===== src/rtl/if_stage.sv =====
// Instruction-fetch stage with integrated IF/ID pipeline register.
// Owns the PC and issues one request at a time to a variable-latency
// instruction memory. It handles decode stall, flush/redirect and the
// branch delay slot, and delivers {pc, inst} to decode.
module if_stage #(
    parameter logic [31:0] RESET_PC = 32'h0000_0000
) (
    input  logic        clk,
    input  logic        rst,
    input  logic        stall_i,
    input  logic        flush_i,
    input  logic [31:0] flush_pc_i,
    input  logic        branch_flag_i,
    input  logic [31:0] branch_target_i,
    output logic        imem_req_o,
    output logic [31:0] imem_addr_o,
    input  logic        imem_rvalid_i,
    input  logic [31:0] imem_rdata_i,
    output logic [31:0] id_pc_o,
    output logic [31:0] id_inst_o,
    output logic        id_valid_o
);

    typedef enum logic [1:0] {
        S_IDLE  = 2'd0,
        S_FETCH = 2'd1,
        S_WAIT  = 2'd2,
        S_HOLD  = 2'd3
    } state_t;

    state_t      state_reg, state_next;
    logic [31:0] pc_reg, pc_next;
    logic        kill_reg, kill_next;
    logic        pend_reg, pend_next;
    logic [31:0] pend_tgt_reg, pend_tgt_next;
    logic [31:0] buf_reg, buf_next;
    logic [31:0] id_pc_reg, id_pc_next;
    logic [31:0] id_inst_reg, id_inst_next;
    logic        id_valid_reg, id_valid_next;

    logic        deliver;
    logic [31:0] deliver_inst;
    logic        branch_take;
    logic [31:0] branch_tgt;
    logic [31:0] flush_tgt;
    logic [31:0] adv_pc;

    // Redirect targets are word aligned; the branch flag only means
    // something while decode holds a real instruction and is moving.
    assign branch_tgt  = branch_target_i & 32'hFFFF_FFFC;
    assign flush_tgt   = flush_pc_i & 32'hFFFF_FFFC;
    assign branch_take = branch_flag_i & id_valid_reg & ~stall_i;
    assign adv_pc      = branch_take ? branch_tgt :
                         pend_reg    ? pend_tgt_reg :
                                       pc_reg + 32'd4;

    assign imem_req_o  = (state_reg == S_FETCH);
    assign imem_addr_o = pc_reg;
    assign id_pc_o     = id_pc_reg;
    assign id_inst_o   = id_inst_reg;
    assign id_valid_o  = id_valid_reg;

    // State register: every register returns to its reset value on rst.
    always_ff @(posedge clk) begin
        if (rst) begin
            state_reg    <= S_IDLE;
            pc_reg       <= RESET_PC;
            kill_reg     <= 1'b0;
            pend_reg     <= 1'b0;
            pend_tgt_reg <= 32'h0;
            buf_reg      <= 32'h0;
            id_pc_reg    <= 32'h0;
            id_inst_reg  <= 32'h0;
            id_valid_reg <= 1'b0;
        end else begin
            state_reg    <= state_next;
            pc_reg       <= pc_next;
            kill_reg     <= kill_next;
            pend_reg     <= pend_next;
            pend_tgt_reg <= pend_tgt_next;
            buf_reg      <= buf_next;
            id_pc_reg    <= id_pc_next;
            id_inst_reg  <= id_inst_next;
            id_valid_reg <= id_valid_next;
        end
    end

    // Next-state, PC selection and IF/ID update; flush overrides everything.
    always_comb begin
        state_next    = state_reg;
        pc_next       = pc_reg;
        kill_next     = kill_reg;
        pend_next     = pend_reg;
        pend_tgt_next = pend_tgt_reg;
        buf_next      = buf_reg;
        id_pc_next    = id_pc_reg;
        id_inst_next  = id_inst_reg;
        id_valid_next = id_valid_reg;
        deliver       = 1'b0;
        deliver_inst  = 32'h0;

        if (flush_i) begin
            pc_next       = flush_tgt;
            pend_next     = 1'b0;
            id_pc_next    = 32'h0;
            id_inst_next  = 32'h0;
            id_valid_next = 1'b0;
            buf_next      = 32'h0;
            case (state_reg)
                S_FETCH: begin
                    // The request issued this cycle is now stale.
                    state_next = S_WAIT;
                    kill_next  = 1'b1;
                end
                S_WAIT: begin
                    if (imem_rvalid_i) begin
                        // The response is consumed and dropped right now, so
                        // nothing is outstanding; waiting with kill set would
                        // never see another response.
                        state_next = S_FETCH;
                        kill_next  = 1'b0;
                    end else begin
                        kill_next  = 1'b1;
                    end
                end
                default: begin
                    // IDLE or HOLD: no request in flight, buffered word dropped.
                    state_next = S_FETCH;
                    kill_next  = 1'b0;
                end
            endcase
        end else begin
            case (state_reg)
                S_IDLE: begin
                    state_next = S_FETCH;
                end
                S_FETCH: begin
                    state_next = S_WAIT;
                end
                S_WAIT: begin
                    if (imem_rvalid_i) begin
                        if (kill_reg) begin
                            kill_next  = 1'b0;
                            state_next = S_FETCH;
                        end else if (!stall_i) begin
                            deliver      = 1'b1;
                            deliver_inst = imem_rdata_i;
                            state_next   = S_FETCH;
                        end else begin
                            buf_next   = imem_rdata_i;
                            state_next = S_HOLD;
                        end
                    end
                end
                S_HOLD: begin
                    if (!stall_i) begin
                        deliver      = 1'b1;
                        deliver_inst = buf_reg;
                        state_next   = S_FETCH;
                    end
                end
                default: begin
                    state_next = S_IDLE;
                end
            endcase

            if (deliver) begin
                pc_next       = adv_pc;
                pend_next     = 1'b0;
                id_pc_next    = pc_reg;
                id_inst_next  = deliver_inst;
                id_valid_next = 1'b1;
            end else begin
                if (!stall_i) begin
                    id_pc_next    = 32'h0;
                    id_inst_next  = 32'h0;
                    id_valid_next = 1'b0;
                end
                // The delay slot is still being fetched: remember where to go
                // once it has been delivered.
                if (branch_take && (state_reg == S_FETCH || state_reg == S_WAIT)) begin
                    pend_next     = 1'b1;
                    pend_tgt_next = branch_tgt;
                end
            end
        end
    end

endmodule


===== config.mk =====
export PLATFORM = sky130hd
export DESIGN_NAME = if_stage
export DESIGN_NICKNAME = d
export VERILOG_FILES = /design/src/rtl/if_stage.sv
export SDC_FILE = /design/constraint.sdc
export NUM_CORES = 1
export LEC_CHECK = 0
export ABC_AREA = 1
export CAP_MARGIN = 20
export CORE_MARGIN = 8
export CORE_UTILIZATION = 44
export DETAILED_ROUTE_END_ITERATION = 10
export PLACE_DENSITY = 0.73
export SLEW_MARGIN = 20
export SYNTH_ARGS = -nofsm -noshare
export SYNTH_HDL_FRONTEND = slang
export SYNTH_SLANG_ARGS = --single-unit

===== constraint.sdc =====
create_clock -name clk -period 1.8 [get_ports clk]
set_input_delay 0.27 -clock clk [delete_from_list [all_inputs] [get_ports clk]]
set_output_delay 0.27 -clock clk [all_outputs]
set_load 0.005 [all_outputs]

After elaboration in Yosys (flattened, before gate mapping)

Index checks and enable logic that the tools add are counted.

Shifts and indexed selects: 0
Bitwise operators: 6
Multiplexer cells: 32
Reduce and logical (&&, ||, !) cells: 12
Divide/modulo/power cells: 0
Equal/unequal tests: 6
Order comparisons: 0
$add $sub $neg: 1
$mul: 0

Operator list:

| kind                    | number |
|---|---|
| $mux W32                | 11 |
| $pmux W32 S2            | 1 |
| $add A32 B3 Y32 const B | 1 |
| $mux W2                 | 6 |
| $mux W1                 | 10 |
| $pmux W2 S4             | 1 |
| $reduce_bool A2 Y1      | 3 |
| $eq A2 B2 Y1 const B    | 2 |
| $not A1 Y1              | 4 |
| $pmux W1 S2             | 2 |
| $pmux W2 S2             | 1 |
| $reduce_and A2 Y1       | 2 |
| $reduce_and A4 Y1       | 1 |
| $ne A3 B3 Y1 const B    | 1 |
| $reduce_and A3 Y1       | 1 |
| $reduce_or A3 Y1        | 1 |
| $and A1 B1 Y1           | 2 |
| $eq A2 B1 Y1 const B    | 1 |
| $logic_not A2 Y1        | 1 |
| $ne A2 B1 Y1 const B    | 1 |
| $ne A2 B2 Y1 const B    | 1 |
| $reduce_or A2 Y1        | 1 |
| $logic_and A1 B1 Y1     | 1 |
| $logic_or A1 B1 Y1      | 1 |

Bits in registers: 163
Input bits: 102
Memories kept: 0
Logic and storage cells: 67
Output and inout port bits: 98
Bits in latches: 0
Bits in read-only memories: 0
RAM bits: 0

Depth between registers and ports, before layout

Gate-level depths: netlist of the first run.

Word-level depth: 7
Gate-level depth with buffers: 14
Gate-level depth less buffers: 13

Worst setup path after synthesis of the first run

No wires, ideal clock.

Path kind: reg-to-reg
Start point: register state_reg[0]
End point: register pend_tgt_reg[10]
Buffers on the path: 1
Period minus slack after synthesis: 1.707 ns
Cell stages (with the launch flop): 14
Setup time: 0.116 ns
Data arrival time: 1.591 ns
Slack: 0.093 ns
Required time: 1.684 ns
Cells stage by stage: dfxtp_1 > inv_1 > ha_1 > nand2_1 > inv_1 > nand3_2 > nand2_4 > inv_4 > nand2_2 > inv_4 > nand2_4 > clkbuf_1 > o21ai_0 > nor2_1

Word-level cells in the longest chain between the ends: 5
Elaborated cells on any way between the ends: 9
Classes of those cells: eq/ne (3); mux (2); bitwise (1); reduce/logical (3)

RTL lines:

| what                                   | RTL line | RTL |
|---|---|---|
| start, declared                        | 31       | `state_t state_reg, state_next;` |
| start signal, assigned                 | 76       | `state_reg <= state_next;` |
| $eq A2 B2 Y1, on equally long branches | 133, 181 |  |
| $pmux W1 S2                            | 133      | `case (state_reg)` |
| $mux W1                                | 102      | `if (flush_i) begin` |
| $not A1 Y1 (no line)                   | --       |  |
| $reduce_and A3 Y1 (no line) *          | --       |  |
| end signal, assigned                   | 80       | `pend_tgt_reg <= pend_tgt_next;` |
| end, declared                          | 35       | `logic [31:0] pend_tgt_reg, pend_tgt_next;` |

Every way passes the cells marked *; elsewhere a longest branch is shown, timed or not. The select of a mux whose other input is x is not followed.
A chain may end at the register's enable or synchronous reset.

Worst setup path in the final report of the first run

Start point: register pc_reg[20], in the netlist imem_addr_o[20]
End point: output imem_addr_o[20]

RTL lines:

| what                   | RTL line | RTL |
|---|---|---|
| start, declared        | 32       | `logic [31:0] pc_reg, pc_next;` |
| start signal, assigned | 77       | `pc_reg <= pc_next;` |
| end, declared          | 16       | `output logic [31:0] imem_addr_o,` |

No word-level cell between the ends.

==> flow_summary.ini, run 1 <==
[clock_network]
h-tree-depth = 4
clock_path_buffers = 2
numClockSinks = 163
path_clk_slew_ps = 70
cts_tree = done
cts-root-buf = clkbuf_16
worstSkewPairLatency_ps = 430
numCtsBuffers = 17
hold_buffers = 0

[yosys]
ys_ff_latch = 163
synth_area_per_cell_sq_um = 6.93
yosysSeqAreaShare_pct = 42.9
synth_cell_types = 35
syn_area_sq_um = 7600
yosys_warnings = 0
postSynthCellCount = 1098
syn-num-nets = 1205

[sta]
fin_setup_tns_ps = 0
relSlewSlack_pct = 62.7
fin_skew_ps = 9.07
hold_ws_ps = 397
finalCritPeriodShare_pct = 97.8
finalMaxSlewViolations = 0
rsz0062_at_grt = true
fin_crit_ps = 1760
timing.final.hold_violations = 0
fmax_ghz = 0.568
setup_viol = 0
tightest_slew_ps = 559

[setup_path]
cp-start-kind = register
cp_slowest_cell = clkdlybuf4s50_1
cp_max_fo = 6
arrival_ps = 1490
critical_path_class = register to output pin
path_delay_family = buffers and inverters
cp_num_buf_inv = 1
path_cells = clkdlybuf4s50_1
end_kind = output pin
cp.required_ps = 1530
cp_slowest_stage_delay_ps = 570

[detailed_routing]
finalWirelength_mm = 26.1
wl_per_cell_um = 16.6
drtAntennaViolNets = 0
vias = 8345
drt-pass1-iter-count = 5
vias_per_cell = 5.31
drt_iter0_markers = 711
drc = 0

[power]
seq_power_share_pct = 44.0
power_density_nw_per_um2 = 769
p_leak_nw = 4.52
power_switching_w = 0.00200
clkPwrFrac_pct = 44.7
p_int_w = 0.00647
switching_share_pct = 23.6
irDropWorstVdd_mv = 0.700
pwr-share-comb_pct = 11.3

[grt]
grtUsageTotal_pct = 23.3
grt_max_degree = 40
grt.overflow.total = 0
grt_pass1_vias = 7944
grt_pass1_wl_mm = 40.8
antenna_found_initial = 0

[cells_and_area]
finish.utilization_pct = 64.4
final_nets = 1441
final_cell_area_sq_um = 11000
n_fill_cell = 1547
areaGrowthSynthToFinish_pct = 45.0
n_antenna_cell = 0
drive_gt1_share_pct = 11.3

[flow_run]
drv_cap = 0

[place]
dpl.hpwl_mm = 18.7
place_congestion = 0.914
place_area_sq_um = 10300
io_buffers = 195

[floorplanning]
num_rows = 48
die_h_um = 147
dieWidth_um = 147
die-area_sq_um = 21700
core_sq_um = 17100
start_util_pct = 44.4
io-pin-count = 200

[outcome]
status = finished clean

[hold_path]
hold_path_class = primary input to register
## final cells by class
type	instances	area (sq um)	share of cell area [%]
Multi-Input combinational cell	726	3570	32.4
Inverter	146	561	5.08
Sequential cell	163	3270	29.7
Tap cell	225	282	2.55
Clock buffer	23	488	4.43
Timing Repair Buffer	280	2720	24.7
Clock inverter	9	126	1.15
## synthesized netlist by cell type, drive strengths merged
master	count	area, sq um
a32o	1	10.0
nor4	1	6.26
xor2	6	52.6
a22o	3	26.3
ha	5	62.6
dfxtp	163	3260
nor2	97	377
a21oi	152	761
inv	145	552
nand4	6	37.5
o211ai	7	52.6
o32ai	1	8.76
nand2	204	786
buf	21	110
o21ai	131	656
a31oi	5	31.3
o22ai	14	87.6
clkinv	1	3.75
clkbuf	42	158
o21a	2	15.0
a22oi	31	233
nor3	1	5.00
xnor2	3	26.3
nand3	56	285
## metal layers
layer / track usage [%] / wire [um]
met5: 0 / 0
met4: 9.64 / 671
met3: 5.93 / 2300
met2: 37.8 / 12100
met1: 28.9 / 11100
## path summary, 6_finish.rpt
kind	start	end	slack, ps	cells past startpoint
max	imem_addr_o[20]	imem_addr_o[20]	40	1
min reg2reg	id_pc_o[3]	id_pc_o[3]	450	2
min	branch_target_i[18]	pend_tgt_reg[18]	400	3
max reg2reg	state_reg[0]	pend_tgt_reg[27]	130	11
## metrics by stage
step,setup slack [ps],power [W],cells
after detailed placement,-157,0.00475,1536
after floorplan,92.7,0.00418,1098
final,40.3,0.00848,1572
after global placement,-113,0.00474,1536
after global routing,-49.9,0.00878,1572
after CTS,11.5,0.00850,1568
## cell families after synthesis
family | Yosys count | share of synthesized area (%)
and+or+nand+nor | 365 | 19.7
AOI/OAI and AO/OA | 347 | 24.7
adders and majority gates | 5 | 0.823
xor gates and xnor gates | 9 | 1.04
buffers and inverters | 209 | 10.8
DFF | 163 | 42.9
## cell usage in the layout, fill, tap and decap left out, types with 2 or more instances in the layout
master / synthesis / layout
clkbuf_8: 0 / 4
o21a_1: 2 / 2
a22o_1: 3 / 3
inv_4: 3 / 2
inv_1: 140 / 139
nand3_1: 55 / 55
o21ai_1: 14 / 17
buf_12: 0 / 8
a31oi_1: 5 / 5
clkbuf_1: 42 / 2
ha_2: 0 / 2
inv_2: 2 / 3
o22ai_1: 14 / 14
xnor2_1: 3 / 3
nand2_2: 2 / 3
buf_4: 1 / 75
nand4_1: 6 / 6
o211ai_1: 7 / 7
clkdlybuf4s50_1: 0 / 194
bufinv_16: 0 / 3
nand2_1: 200 / 199
clkbuf_16: 0 / 19
nor2_4: 1 / 4
nor2_2: 2 / 9
dfxtp_1: 163 / 154
ha_1: 5 / 3
clkinv_2: 0 / 4
dfxtp_2: 0 / 9
a21oi_1: 152 / 151
o21ai_0: 117 / 114
a22oi_1: 31 / 31
nor2_1: 94 / 84
nand2_4: 2 / 2
xor2_1: 6 / 6
## power groups by stage
stage	Clock, W	Combinational (W)	Sequential, W
3_3_place_gp	0	0.000935	0.00380
6_report	0.00379	0.000960	0.00373
5_1_grt	0.00399	0.00105	0.00374
3_5_place_dp	0	0.000946	0.00381
4_1_cts	0.00382	0.000951	0.00373
2_1_floorplan	0	0.000377	0.00381
## timing repair
item                       CTS  global route
hold endpoints to repair     0             0
cloned                       0             2
pin swaps                    0             4
buffers inserted             0             2
setup endpoints to repair    4            31
resized for setup            5            27
No activity file was read; power rests on OpenSTA's default activity.
==> run 2, diff against run 1 <==
SLEW_MARGIN = 25   (was 20)
==> results of run 2 <==
The final DEF is identical to that of run 1; final timing and power are the same.
